==> src/rtl/fwd_hazard_pkg.sv <==
// fwd_hazard_pkg
//   Shared types and helpers for the ID/EX forwarding and hazard unit.
//   - fwd_sel_t   : operand mux select encoding (regfile / MEM/WB / EX/MEM)
//   - RA_W_DEF    : default register address width
//   - lat_clamp() : limits a producer's declared extra latency to the maximum
//                   the scoreboard counters can represent
package fwd_hazard_pkg;

  localparam int RA_W_DEF = 5;

  typedef enum logic [1:0] {
    FWD_RF    = 2'b00,
    FWD_MEMWB = 2'b01,
    FWD_EXMEM = 2'b10
  } fwd_sel_t;

  function automatic int unsigned lat_clamp(input int unsigned lat,
                                            input int unsigned max_lat);
    return (lat > max_lat) ? max_lat : lat;
  endfunction

endpackage

==> src/rtl/fwd_operand_sel.sv <==
// fwd_operand_sel
//   Forward select for a single EX-stage source operand. EX/MEM has
//   priority over MEM/WB because it holds the younger result; x0 is never
//   forwarded since it always reads as zero.
// Ports:
//   rs             in  source register of the operand in EX
//   exmem_rd       in  EX/MEM destination
//   exmem_regwrite in  EX/MEM writes a register
//   memwb_rd       in  MEM/WB destination
//   memwb_regwrite in  MEM/WB writes a register
//   sel            out FWD_EXMEM / FWD_MEMWB / FWD_RF
module fwd_operand_sel
  import fwd_hazard_pkg::*;
#(
  parameter int RA_W = RA_W_DEF
) (
  input  logic [RA_W-1:0] rs,
  input  logic [RA_W-1:0] exmem_rd,
  input  logic            exmem_regwrite,
  input  logic [RA_W-1:0] memwb_rd,
  input  logic            memwb_regwrite,
  output fwd_sel_t        sel
);

  always_comb begin
    sel = FWD_RF;
    if (exmem_regwrite && (exmem_rd != '0) && (exmem_rd == rs)) begin
      sel = FWD_EXMEM;
    end else if (memwb_regwrite && (memwb_rd != '0) && (memwb_rd == rs)) begin
      sel = FWD_MEMWB;
    end
  end

endmodule

==> src/rtl/fwd_hazard_unit.sv <==
// fwd_hazard_unit
//   Forwarding and hazard control between ID and EX.
//   - Per-operand forward selects for NUM_RS EX-stage sources.
//   - Load-use detection against the instruction in EX.
//   - Per-register countdown scoreboard for variable-latency producers;
//     an ID instruction reading a register with a nonzero count stalls.
//   Optional build macro FWD_HAZARD_PERF_EN adds a saturating stall-cycle
//   counter on stall_count; without it the port reads 0 and no flops exist.
// Ports:
//   clk, reset                    clock, synchronous active-high reset
//   id_rs, id_valid               sources / validity of the ID instruction
//   idex_rs, idex_rd, idex_memread  EX instruction sources, dest, is-load
//   exmem_rd, exmem_regwrite      EX/MEM writeback info
//   memwb_rd, memwb_regwrite      MEM/WB writeback info
//   issue_valid/rd/regwrite/lat   instruction moving ID->EX and its latency
//   flush                         branch redirect, kills the ID instruction
//   forward_sel                   2 bits per operand (00 RF, 10 EX/MEM, 01 MEM/WB)
//   stall, bubble                 hold IF/ID, insert NOP into ID/EX
//   stall_count                   saturating stall-cycle count (perf build)
module fwd_hazard_unit
  import fwd_hazard_pkg::*;
#(
  parameter  int RA_W    = RA_W_DEF,
  parameter  int NUM_RS  = 2,
  parameter  int MAX_LAT = 7,
  localparam int CNT_W   = $clog2(MAX_LAT + 1)
) (
  input  logic                   clk,
  input  logic                   reset,
  input  logic [NUM_RS*RA_W-1:0] id_rs,
  input  logic                   id_valid,
  input  logic [NUM_RS*RA_W-1:0] idex_rs,
  input  logic [RA_W-1:0]        idex_rd,
  input  logic                   idex_memread,
  input  logic [RA_W-1:0]        exmem_rd,
  input  logic                   exmem_regwrite,
  input  logic [RA_W-1:0]        memwb_rd,
  input  logic                   memwb_regwrite,
  input  logic                   issue_valid,
  input  logic [RA_W-1:0]        issue_rd,
  input  logic                   issue_regwrite,
  input  logic [CNT_W-1:0]       issue_lat,
  input  logic                   flush,
  output logic [2*NUM_RS-1:0]    forward_sel,
  output logic                   stall,
  output logic                   bubble,
  output logic [15:0]            stall_count
);

  localparam int NREG = 2 ** RA_W;

  // ---------------- EX-stage operand forwarding ----------------
  for (genvar g = 0; g < NUM_RS; g++) begin : g_fwd
    fwd_sel_t sel;

    fwd_operand_sel #(
      .RA_W(RA_W)
    ) u_sel (
      .rs             (idex_rs[g*RA_W +: RA_W]),
      .exmem_rd       (exmem_rd),
      .exmem_regwrite (exmem_regwrite),
      .memwb_rd       (memwb_rd),
      .memwb_regwrite (memwb_regwrite),
      .sel            (sel)
    );

    assign forward_sel[2*g +: 2] = sel;
  end

  // ---------------- Latency scoreboard ----------------
  logic [CNT_W-1:0] cnt_q [NREG];
  logic [CNT_W-1:0] cnt_d [NREG];
  logic [CNT_W-1:0] lat_c;

  assign lat_c = CNT_W'(lat_clamp(32'(issue_lat), MAX_LAT));

  always_comb begin
    for (int r = 0; r < NREG; r++) begin
      cnt_d[r] = (cnt_q[r] != '0) ? (cnt_q[r] - CNT_W'(1)) : '0;
    end
    // The newest producer wins, even over a count expiring this cycle.
    if (issue_valid && issue_regwrite && (issue_rd != '0) && (issue_lat != '0)) begin
      cnt_d[issue_rd] = lat_c;
    end
    cnt_d[0] = '0;
  end

  always_ff @(posedge clk) begin
    if (reset) begin
      for (int r = 0; r < NREG; r++) begin
        cnt_q[r] <= '0;
      end
    end else begin
      cnt_q <= cnt_d;
    end
  end

  // ---------------- ID-stage hazard detection ----------------
  logic load_use;
  logic sb_busy;

  always_comb begin
    logic [RA_W-1:0] rs;
    rs       = '0;
    load_use = 1'b0;
    sb_busy  = 1'b0;
    for (int i = 0; i < NUM_RS; i++) begin
      rs = id_rs[i*RA_W +: RA_W];
      if (rs != '0) begin
        if (idex_memread && (idex_rd != '0) && (idex_rd == rs)) load_use = 1'b1;
        if (cnt_q[rs] != '0) sb_busy = 1'b1;
      end
    end
  end

  assign stall  = id_valid && !flush && (load_use || sb_busy);
  assign bubble = stall;

  // ---------------- Optional stall-cycle counter ----------------
`ifdef FWD_HAZARD_PERF_EN
  logic [15:0] stall_count_q;
  logic [15:0] stall_count_d;

  always_comb begin
    stall_count_d = stall_count_q;
    if (stall && (stall_count_q != 16'hFFFF)) stall_count_d = stall_count_q + 16'd1;
  end

  always_ff @(posedge clk) begin
    if (reset) stall_count_q <= '0;
    else       stall_count_q <= stall_count_d;
  end

  assign stall_count = stall_count_q;
`else
  assign stall_count = '0;
`endif

endmodule

==> config.mk <==
export PLATFORM = sky130hd
export DESIGN_NAME = fwd_hazard_unit
export DESIGN_NICKNAME = d
export VERILOG_FILES = /design/src/rtl/fwd_hazard_pkg.sv /design/src/rtl/fwd_operand_sel.sv /design/src/rtl/fwd_hazard_unit.sv
export SDC_FILE = /design/constraint.sdc
export NUM_CORES = 1
export LEC_CHECK = 0
export ABC_CLOCK_PERIOD_IN_PS = 6400
export CORE_MARGIN = 2
export CORE_UTILIZATION = 40
export DETAILED_ROUTE_END_ITERATION = 8
export PLACE_DENSITY = 0.66
export SETUP_SLACK_MARGIN = 0.3
export SLEW_MARGIN = 20
export SYNTH_ARGS = -nofsm -noshare
export SYNTH_HDL_FRONTEND = slang
export SYNTH_SLANG_ARGS = --single-unit
==> constraint.sdc <==
create_clock -name clk -period 6.4 [get_ports clk]
set_input_delay 0.96 -clock clk [delete_from_list [all_inputs] [get_ports clk]]
set_output_delay 0.96 -clock clk [all_outputs]
set_load 0.03 [all_outputs]
======== Word level (Yosys, flattened, before mapping) ========
Cells that the tools add are included.
cells by class
  eq/ne operators ......................... 6
  add/sub/neg operators ................... 32
  muxes and demuxes ....................... 54
  reduce and logical (&&, ||, !) cells .... 58
  $lt $le $gt $ge ......................... 4
  bitwise gates (word level) .............. 3
operators with widths
  cell                                                                           number
  3-bit two-way mux                                                              37
  3-bit nonzero test                                                             35
  96-bit bitwise mux                                                             1
  3-bit by 1-bit subtractor with 3-bit output (second input constant)            32
  93-bit two-way mux                                                             1
  3-bit binary-select mux with 5-bit select                                      2
  5-bit == test                                                                  6
  5-bit nonzero test                                                             6
  6-bit >= comparator (second input constant)                                    3
  5-bit inverter with 6-bit output                                               3
  3-bit demux with 5-bit select                                                  1
  1-bit logical AND                                                              15
  1-bit two-way mux                                                              10
  6-bit by 1-bit less-than comparator with 1-bit output (second input constant)  1
  2-bit two-way mux                                                              2
  1-bit zero test                                                                1
  1-bit logical OR                                                               1
word-level totals
  output and inout port bits .............. 22
  word-level logic and storage cells ...... 189
  input bits .............................. 52
  bits in registers ....................... 96

======== Longest topological paths before layout ========
Gate-level depths: netlist (run 1).
  word-level depth ........................ 11
  gate-level depth with buffers ........... 10

======== Cells and area by module ========
From an unflattened synthesis (run 1), not the netlist that was laid out.
second synthesis, totals
  cells, all modules ...................... 843
  area total of the unflattened synthesis .. 6391.1 um^2
by module, submodules not included
  module           cells an instance  area each (um^2)  times used  seq. area each (um^2)
  fwd_hazard_unit  803                6088.3            1           1861.8
  fwd_operand_sel  20                 151.4             2           0.0

======== Worst setup path after synthesis (run 1) ========
Ideal clock, no wire load.
  path kind ............................... input to output
  start point ............................. in id_rs[2]
  end point ............................... out stall
  required time ........................... 5440 ps
  path slack .............................. 2410 ps
  stages on the path ...................... 7
  arrival time ............................ 3030 ps
  cells stage by stage .................... clkbuf_1 -> mux4_2 -> nand2_1 -> o311ai_0 -> a22o_1 -> a311oi_2 -> buf_4
on the way
  word-level cells in the longest chain between the ends .. 11
ends and longest elaborated chain
  what                                                    line                    text
  start: declaration                                      fwd_hazard_unit.sv:30   input logic [NUM_RS*RA_W-1:0] id_rs,
  5-bit inverter with 6-bit output (implied by the code)  fwd_hazard_unit.sv:111  if (cnt_q[rs] != '0) sb_busy = 1'b1;
  3-bit binary-select mux with 5-bit select               fwd_hazard_unit.sv:111
  3-bit two-way mux (implied by the code) (2 in a row)    fwd_hazard_unit.sv:111
  3-bit nonzero test                                      fwd_hazard_unit.sv:111
  1-bit two-way mux                                       fwd_hazard_unit.sv:111
  1-bit two-way mux                                       fwd_hazard_unit.sv:109  if (rs != '0) begin
  1-bit two-way mux                                       fwd_hazard_unit.sv:111
  1-bit two-way mux                                       fwd_hazard_unit.sv:109
  1-bit logical OR (*)                                    fwd_hazard_unit.sv:116  assign stall = id_valid && !flush && (load_use || sb_busy);
  1-bit logical AND (*)                                   fwd_hazard_unit.sv:116
  end: declaration                                        fwd_hazard_unit.sv:45   output logic stall,
Mark *: on every way between the ends. The rest lies on a longest branch, timed or not. The select of a mux whose other input is x is not followed.

======== Worst setup path after layout (run 1) ========
  start point ............................. in id_rs[1]
  end point ............................... out stall
Same word-level chain as after synthesis.

==> flow_summary_export.csv, run 1 <==
group,metric,value,unit
power,static-leakage-power,2.89,nW
critical_path,arrival,4.14,ns
timing,fin_crit_sh,79.7,%
timing,endpoints_failing_setup,0,
cells_and_area,largest-register,"cnt_q",
power,ir_drop,0.124,mV
detailed_routing,dr.pass1.iters,5,
clock_network,tritoncts,"built",
grt,global_route.overflow_total,0,
yosys,synthDominantCellAreaShare,29.6,%
die,floorplan.die.height,129,um
die,rows,45,
yosys,synthesis.instances,855,
cells_and_area,final.fill_count,1517,
timing,fmax,196,MHz
detailed_routing,routed_via_density,5.14,
yosys,synth_enable_flop_cells,0,
critical_path,worst-endpoint-required,5.44,ns
timing,report.final.slew_viol_count,0,
detailed_routing,drt_iter0_drc,386,
cells_and_area,layout_top_registers,"cnt_q (93)",
grt,track_usage,19.3,%
grt,grtUsageMet1,26.4,%
critical_path,end_kind,"output pin",
cells_and_area,mostFrequentLayoutCells,"sky130_fd_sc_hd__nand2_1, sky130_fd_sc_hd__nor2_1, sky130_fd_sc_hd__dfxtp_1, sky130_fd_sc_hd__a21oi_1, sky130_fd_sc_hd__inv_1",
grt,first_pass_grt_wire_length,25600,um
cells_and_area,largest_register_ff_count,93,
clock_network,clk_transition_reported_paths,0.07,ns
timing,hold_viol,0,
cells_and_area,seqCellArea,1860,um^2
grt,grtUsageMet2,30.7,%
die,initial_core_util,41.2,%
critical_path,slowest_delay,0.72,ns
yosys,synth-main-ff-cell,"sky130_fd_sc_hd__dfxtp_1",
yosys,synth_cell_types,52,
detailed_routing,drc,0,
clock_network,cts_setup_buffers,0,
timing,timing_worst_slew_pin_value,1.02,ns
cells_and_area,drive_gt1_share,6.06,%
place,io_buffer_count,57,
min_path,min-delay-path-class,"reg -> reg",
timing,max-slew-margin-rel,32.1,%
timing,holdWs,0.496,ns
clock_network,clock-sinks,93,
place,dp_hpwl,10500,um
cells_and_area,layout_commonest_cell,"sky130_fd_sc_hd__nand2_1",
die,design.die.area,16700,um^2
clock_network,cts_buffer_depth,2,
die,floorplan.core_area,15300,um^2
yosys,synthTopCellsByArea,"sky130_fd_sc_hd__dfxtp_1, sky130_fd_sc_hd__ha_1, sky130_fd_sc_hd__nand2_1",
timing,final.min_clock_period,5.10,ns
job,maxCapViolCount,0,
yosys,syn-mean-instance-area,7.35,um^2
cells_and_area,num-nets-final,1000,
timing,fin_clk_skew,0.00444,ns
detailed_routing,drt-wirelength-per-cell,14.1,um
clock_network,cts.hold.buffers_added,0,
clock_network,clock_latency,0.35,ns
critical_path,startpoint_type,"input port",
clock_network,cts_repair_resize_count,0,
yosys,synth.largest_area_cell,"sky130_fd_sc_hd__dfxtp_1",
critical_path,critical_path.slowest_cell,"sky130_fd_sc_hd__clkdlybuf4s50_1",
timing,summed_negative_setup_slack_over_all_endpoints,0,ns
cells_and_area,footprint_of_the_multi_input_gates,3920,um^2
yosys,synth.yosys.warnings,0,
clock_network,clock_tree.root_cell,"sky130_fd_sc_hd__clkbuf_16",
critical_path,critical-path-top-cell-by-count,"sky130_fd_sc_hd__clkdlybuf4s50_1",
grt,grt_pass1_vias,5151,
clock_network,cts-buffers-inserted,9,
power,power_after_layout,1.30,mW
yosys,mappedNetlistArea,6280,um^2
yosys,ys_seq_elements,93,
critical_path,cp_cell_sequence,"clkdlybuf4s50_1 -> buf_4 -> mux4_2 -> and3_1 -> a211o_1 -> a22o_1 -> a311oi_2 -> clkdlybuf4s50_1",
grt,met3_usage,5.12,%
clock_network,clock_tree.htree_level_count,3,
grt,grt-busiest-layer,"met2",
detailed_routing,drtAntennaViolNets,0,
yosys,synth.yosys.seq_area_share,29.6,%
power,p_per_area,179,nW/um^2
detailed_routing,wirelength,15600,um
grt,largest_net_degree_at_the_start_of_global_routing,94,
die,io_pins,74,
place,gp_routability_congestion,0.830,
detailed_routing,vias,5668,
run_status,status,"finished clean",
cells_and_area,area.growth.synth_to_final,15.5,%
yosys,synth_async_sr_flop_share,0,%
grt,grt_antenna_before_repair,1,
die,fp.dieW,129,um
critical_path,timing.setup.critical_path_class,"in -> out",
critical_path,crit_path_max_fanout,14,
timing,grt_setup_unrepaired,"no",
-- layer usage --
metal / part of all wire (%) / vias up
met5: 0 / -
met4: 0.85 / 0
met3: 5.2 / 12
met2: 45 / 128
met1: 49 / 2608
li1: - / 2920
-- area by class of cell --
type / instances / area share [%]
flip-flops and latches: 93 / 25.6
multi-input cells: 645 / 54.0
well taps: 211 / 3.64
repair buffers: 69 / 9.03
diodes: 1 / 0.0345
clock buffers: 10 / 3.29
clock inverters: 6 / 0.844
inverters: 68 / 3.51
-- power by group --
| part | internal [mW] | leakage, nW | switching, mW |
|---|---|---|---|
| combinational | 0.0656 | 1.99 | 0.102 |
| clock | 0.313 | 0.149 | 0.238 |
| sequential | 0.582 | 0.749 | 0.00285 |
| total | 0.960 | 2.89 | 0.343 |
-- critical path, delay by kind of cell --
kind	cells	cell delay, ns
compound gates	3	0.75
simple gates	1	0.19
buf+inv	3	1.72
mux	1	0.51
-- cells by family (layout without fill, tap and decap cells) --
logic type / Yosys count / count (layout) / share of synthesized area [%]
other cells: 1 / 17 / 0.0597
mux: 12 / 12 / 2.95
fa+ha+maj: 62 / 62 / 12.3
compound gates: 140 / 140 / 14.6
buf+inv: 132 / 153 / 9.20
flops: 93 / 93 / 29.6
simple gates: 386 / 386 / 27.2
xor+xnor: 29 / 29 / 4.04
-- worst paths after layout --
path,from,end,slack (ns),cells after the start
min,cnt_q[3],cnt_q[4],0.50,2
max,id_rs[1],stall,1.30,8
max reg2reg,cnt_q[18],cnt_q[18],5.19,6
min reg2reg,cnt_q[3],cnt_q[4],0.50,2
-- cell usage after synthesis, types with 3 or more instances --
master and instances:
sky130_fd_sc_hd__or4_1 5, sky130_fd_sc_hd__o21ai_0 5, sky130_fd_sc_hd__mux4_2 5, sky130_fd_sc_hd__or2_2 10, sky130_fd_sc_hd__nor3b_1 4, sky130_fd_sc_hd__a211oi_1 5
sky130_fd_sc_hd__mux2i_1 5, sky130_fd_sc_hd__inv_1 68, sky130_fd_sc_hd__a311oi_1 29, sky130_fd_sc_hd__o41ai_1 3, sky130_fd_sc_hd__xnor2_1 15, sky130_fd_sc_hd__nor3_1 29
sky130_fd_sc_hd__xor2_1 14, sky130_fd_sc_hd__or3_1 3, sky130_fd_sc_hd__nor4_1 13, sky130_fd_sc_hd__ha_1 62, sky130_fd_sc_hd__nand2_1 155, sky130_fd_sc_hd__nor2_1 93
sky130_fd_sc_hd__a21oi_1 72, sky130_fd_sc_hd__buf_2 6, sky130_fd_sc_hd__o211ai_1 3, sky130_fd_sc_hd__nand3_1 60, sky130_fd_sc_hd__buf_4 18, sky130_fd_sc_hd__clkbuf_1 39
sky130_fd_sc_hd__dfxtp_1 93, sky130_fd_sc_hd__a31oi_1 5
-- metrics by stage --
step                util, %  setup WS, ns  instance area, um^2  cells
detailed placement     45.6          1.31                 6960   1086
floorplan                 -          2.41                 6340    870
global placement       45.6          1.35                 6960   1086
CTS                    47.6          1.31                 7260   1102
finish                 47.6          1.30                 7260   1103
global route           47.6          1.19                 7260   1102
(Power assumes the default switching activity.)
==> run 2: changes to the inputs <==
- ABC_CLOCK_PERIOD_IN_PS: 6400 -> 4700
- clock period: 6.4 -> 4.7 ns (I/O delays scaled with it)
==> flow_summary_export.csv, run 2 (synthesis gave the netlist of run 1 again) <==
group,metric,value,unit
run_status,status,"finished clean",
cells_and_area,largest-register,"cnt_q",
timing,endpoints_failing_setup,0,
timing,hold_viol,0,
critical_path,r2r.worst_path.cells,6,
critical_path,timing.setup.critical_path_class,"in -> out",
clock_network,tritoncts,"built",
clock_network,cts_buffer_depth,2,
detailed_routing,dr.pass1.iters,5,
die,floorplan.core_area,15300,um^2
timing,fmax,256,MHz
job,maxCapViolCount,0,
place,dp_hpwl,10900,um
detailed_routing,drt_iter0_drc,510,
cells_and_area,layout_top_registers,"cnt_q (93)",
place,io_buffer_count,57,
place,placed_area,6970,um^2
detailed_routing,drt-wirelength-per-cell,14.2,um
power,static-leakage-power,2.90,nW
critical_path,r2r_slack,3.50,ns
timing,fin_clk_skew,0.00615,ns
grt,track_usage,19.4,%
critical_path,end_kind,"output pin",
die,design.die.area,16700,um^2
critical_path,worst-endpoint-required,3.99,ns
timing,layout_setup_ws,0.797,ns
cells_and_area,final.fill_count,1558,
die,rows,45,
grt,first_pass_grt_wire_length,25800,um
critical_path,startpoint_type,"input port",
timing,summed_negative_setup_slack_over_all_endpoints,0,ns
die,floorplan.die.height,129,um
grt,grt_pass1_vias,5240,
cells_and_area,layout_commonest_cell,"sky130_fd_sc_hd__nand2_1",
detailed_routing,wirelength,15700,um
cells_and_area,area.growth.synth_to_final,15.8,%
timing,grt_setup_unrepaired,"no",
power,p_per_area,246,nW/um^2
critical_path,r2r-end,"cnt_q[21]",
grt,global_route.overflow_total,0,
die,io_pins,74,
timing,timing_worst_slew_pin_value,0.922,ns
clock_network,clock_latency,0.36,ns
clock_network,clk_transition_reported_paths,0.07,ns
power,ir_drop,0.171,mV
die,fp.dieW,129,um
detailed_routing,routed_via_density,5.19,
place,gp_routability_congestion,0.806,
cells_and_area,postLayoutCellArea,7280,um^2
cells_and_area,num-nets-final,1002,
die,initial_core_util,41.2,%
critical_path,worstSetupStartpoint,"id_rs[6]",
timing,final.min_clock_period,3.90,ns
clock_network,cts_repair_resize_count,0,
cells_and_area,largest_register_ff_count,93,
detailed_routing,vias,5736,
critical_path,crit_path_max_fanout,14,
detailed_routing,drc,0,
detailed_routing,drtAntennaViolNets,0,
timing,report.final.slew_viol_count,0,
clock_network,cts.hold.buffers_added,0,
critical_path,endpoint,"stall",
place,place_ws,0.837,ns
clock_network,clock-sinks,93,
timing,fin_crit_sh,83.0,%
clock_network,cts_setup_buffers,0,
critical_path,arrival,3.20,ns
clock_network,clock_tree.root_cell,"sky130_fd_sc_hd__clkbuf_16",
min_path,min-delay-path-class,"reg -> reg",
critical_path,start_of_the_worst_register_to_register_path,"cnt_q[21]",
cells_and_area,post-route-util,47.7,%
cells_and_area,drive_gt1_share,6.49,%
timing,max-slew-margin-rel,37.6,%
clock_network,clock_tree.htree_level_count,3,
grt,largest_net_degree_at_the_start_of_global_routing,50,
grt,grt_antenna_before_repair,2,
clock_network,cts-buffers-inserted,9,
cells_and_area,mostFrequentLayoutCells,"sky130_fd_sc_hd__nand2_1, sky130_fd_sc_hd__nor2_1, sky130_fd_sc_hd__dfxtp_1, sky130_fd_sc_hd__a21oi_1, sky130_fd_sc_hd__inv_1",
run 2: how the worst min path moves through the flow:
stage                endpoint      start  slack [ns]  cells after the start
CTS                  cnt_q[4]   cnt_q[4]        0.50                      2
global route        cnt_q[67]  cnt_q[67]        0.53                      2
global placement     cnt_q[4]   cnt_q[4]        0.48                      2
detailed placement   cnt_q[4]   cnt_q[4]        0.48                      2
floorplan            cnt_q[4]   cnt_q[4]        0.47                      2
finish               cnt_q[4]   cnt_q[3]        0.50                      2
run 2: final cells by class:
class	instances	area (um^2)	share of cell area, %
timing repair buffer	71	666	9.14
sequential	93	1860	25.6
inverter	68	255	3.51
antenna	1	2.50	0.0344
clock inverter	7	82.6	1.13
multi-input combinational	645	3920	53.9
clock buffer	9	225	3.09
tap	211	264	3.63
run 2: power by group:
group	switching, mW	internal [mW]	total [mW]
registers	0.00387	0.792	0.796
logic	0.141	0.0899	0.231
clock network	0.344	0.421	0.765
run 2: worst max-delay path, cell delays in order:
cell,delay [ns]
sky130_fd_sc_hd__clkdlybuf4s50_1,0.74
sky130_fd_sc_hd__buf_4,0.34
sky130_fd_sc_hd__a2111oi_0,0.38
sky130_fd_sc_hd__a31oi_1,0.08
sky130_fd_sc_hd__a32o_1,0.23
sky130_fd_sc_hd__a32o_1,0.25
sky130_fd_sc_hd__a311oi_2,0.25
sky130_fd_sc_hd__buf_4,0.21
run 2: per-layer routing:
metal	up-vias	routed length, um	GRT usage (%)
met4	2	344	6.71
met5	-	11	0
met2	157	6730	29.8
met1	2622	7450	25.9
met3	32	1160	5.95
li1	2923	-	-
run 2: stage by stage:
step | std cells | hold slack [ns] | power, mW
final | 1105 | 0.498 | 1.79
after global routing | 1104 | 0.528 | 1.86
after CTS | 1104 | 0.498 | 1.81
after detailed placement | 1088 | 0.484 | 1.04
after global placement | 1088 | 0.484 | 1.04
after floorplan | 870 | 0.466 | 0.957
==> run 3: changes to the inputs <==
- ABC_CLOCK_PERIOD_IN_PS: 4700 -> 3170
- PLACE_DENSITY: 0.66 -> 0.69
- clock period: 4.7 -> 3.17 ns (I/O delays scaled with it)
==> flow_summary_export.csv, run 3 (synthesis gave the netlist of run 1 again) <==
group,metric,value,unit
cells_and_area,footprint_of_the_multi_input_gates,4010,um^2
detailed_routing,dr.pass1.iters,5,
place,place_ws,0.0390,ns
place,io_buffer_count,57,
die,initial_core_util,41.2,%
critical_path,arrival,2.34,ns
power,p_per_area,349,nW/um^2
detailed_routing,routed_via_density,5.20,
cells_and_area,diodes,0,
cells_and_area,postLayoutCellArea,7650,um^2
place,dp_hpwl,11200,um
detailed_routing,wl_met3,878,um
timing,report.final.slew_viol_count,0,
cells_and_area,largest_register_ff_count,93,
critical_path,crit_path_max_fanout,4,
die,io_pins,74,
critical_path,timing.setup.critical_path_class,"reg -> out",
critical_path,cpLargestDelayFamily,"compound AO/OA/AOI/OAI gates",
cells_and_area,area.growth.synth_to_final,21.7,%
power,ir_drop,0.260,mV
detailed_routing,drc,0,
die,design.die.area,16700,um^2
timing,fin_crit_sh,88.8,%
detailed_routing,vias,5878,
timing,summed_negative_setup_slack_over_all_endpoints,0,ns
cells_and_area,drive_gt1_share,12.8,%
cells_and_area,num-nets-final,1029,
cells_and_area,layout_top_registers,"cnt_q (93)",
min_path,min-delay-path-class,"reg -> reg",
clock_network,clock_latency,0.35,ns
cells_and_area,mostFrequentLayoutCells,"sky130_fd_sc_hd__nand2_1, sky130_fd_sc_hd__nor2_1, sky130_fd_sc_hd__dfxtp_1, sky130_fd_sc_hd__a21oi_1, sky130_fd_sc_hd__inv_1",
timing,grt_setup_unrepaired,"yes",
die,floorplan.die.height,129,um
timing,fmax,355,MHz
cells_and_area,final.fill_count,1480,
die,rows,45,
critical_path,r2r_slack,1.97,ns
grt,track_usage,20.2,%
detailed_routing,drt-wirelength-per-cell,14.4,um
detailed_routing,drt_iter0_drc,399,
grt,first_pass_grt_wire_length,26900,um
place,placed_area,7120,um^2
detailed_routing,route.layer.met1.wl,7360,um
grt,grt_pass1_vias,5456,
job,maxCapViolCount,0,
critical_path,startpoint_type,"register",
detailed_routing,met2RoutedLength,7730,um
die,floorplan.core_area,15300,um^2
critical_path,critical_path.slowest_cell,"sky130_fd_sc_hd__nor3_1",
critical_path,worst-endpoint-required,2.69,ns
timing,timing_worst_slew_pin_value,0.559,ns
detailed_routing,drtAntennaViolNets,0,
power,power_after_layout,2.67,mW
die,fp.dieW,129,um
critical_path,slowest_delay,0.42,ns
detailed_routing,wirelength,16300,um
power,static-leakage-power,3.13,nW
timing,fin_clk_skew,0.00539,ns
clock_network,clock_tree.htree_level_count,3,
cells_and_area,layout_commonest_cell,"sky130_fd_sc_hd__nand2_1",
clock_network,clock-sinks,93,
critical_path,cp_cell_sequence,"nor3_1 -> a211oi_1 -> o41ai_1 -> a32o_1 -> a32o_2 -> a311oi_4 -> buf_6",
detailed_routing,top_layer,"met5",
grt,grt_antenna_before_repair,1,
clock_network,cts-buffers-inserted,9,
timing,layout_setup_ws,0.356,ns
cells_and_area,largest-register,"cnt_q",
grt,largest_net_degree_at_the_start_of_global_routing,94,
place,gp_routability_congestion,0.848,
clock_network,clock_tree.root_cell,"sky130_fd_sc_hd__clkbuf_16",
cells_and_area,seqCellArea,1880,um^2
timing,endpoints_failing_setup,0,
clock_network,cts_buffer_depth,2,
clock_network,clk_transition_reported_paths,0.06,ns
critical_path,end_kind,"output pin",
clock_network,tritoncts,"built",
timing,hold_viol,0,
timing,final.min_clock_period,2.81,ns
grt,global_route.overflow_total,0,
run_status,status,"finished clean",
timing,max-slew-margin-rel,62.7,%
critical_path,path_buf_inv,1,
==> run 3: changes by cell type in the layout (fill, tap and decap cells not counted), moves of 3 or more <==
cell                              change
sky130_fd_sc_hd__clkdlybuf4s50_1     -12
sky130_fd_sc_hd__dfxtp_2             +18
sky130_fd_sc_hd__buf_4               +21
sky130_fd_sc_hd__nor3_1               -4
sky130_fd_sc_hd__buf_6                +4
sky130_fd_sc_hd__nor3_2               +3
sky130_fd_sc_hd__buf_12               +3
sky130_fd_sc_hd__dfxtp_1             -18
sky130_fd_sc_hd__dlygate4sd2_1        +7
==> run 3: worst paths after layout <==
kind,start,end,depth (start not counted)
setup / recovery,cnt_q[39],stall,7
hold / removal,cnt_q[4],cnt_q[4],2
setup reg to reg,cnt_q[66],cnt_q[66],6
hold reg to reg,cnt_q[4],cnt_q[4],2
==> run 3: metrics by stage <==
step / std cells / util (%) / hold WS (ns)
floorplan: 870 / - / 0.466
global placement: 1100 / 46.6 / 0.482
detailed placement: 1100 / 46.6 / 0.488
CTS: 1129 / 49.8 / 0.497
global route: 1131 / 50.1 / 0.519
finish: 1131 / 50.1 / 0.498
==> run 3: worst register-to-register path: cells and delay by family, from the launching register on <==
kind	cells	cell delay, ns
buffers and inverters	1	0.09
AOI/OAI and AO/OA	1	0.07
DFF	1	0.33
and+or+nand+nor	3	0.43
adders and majority gates	1	0.16
==> run 3: layer usage <==
metal  vias up  global-route usage, %
li1       2980                      -
met3        21                   3.72
met5         -                      0
met2       142                   33.9
met4         2                   6.20
met1      2733                   26.4
==> run 3: timing repair <==
item,4_1_cts,5_1_grt
gates cloned,1,0
setup endpoints to repair,4,4
pin swaps,6,3
hold buffers,0,0
gates resized for setup,37,14
setup buffers,12,2
==> run 3: cell type report <==
class                           count  share of cell area [%]
Inverter                           68                    3.34
Clock buffer                       13                    3.40
Sequential cell                    93                    24.6
Multi-Input combinational cell    645                    52.4
Timing Repair Buffer               98                    12.2
Tap cell                          211                    3.45
Clock inverter                      3                   0.572
==> run 3: power by group <==
part / leakage (nW) / switching [mW] / internal [mW]
combinational: 2.22 / 0.219 / 0.158
clock: 0.150 / 0.456 / 0.655
sequential: 0.759 / 0.00579 / 1.17
total: 3.13 / 0.681 / 1.99
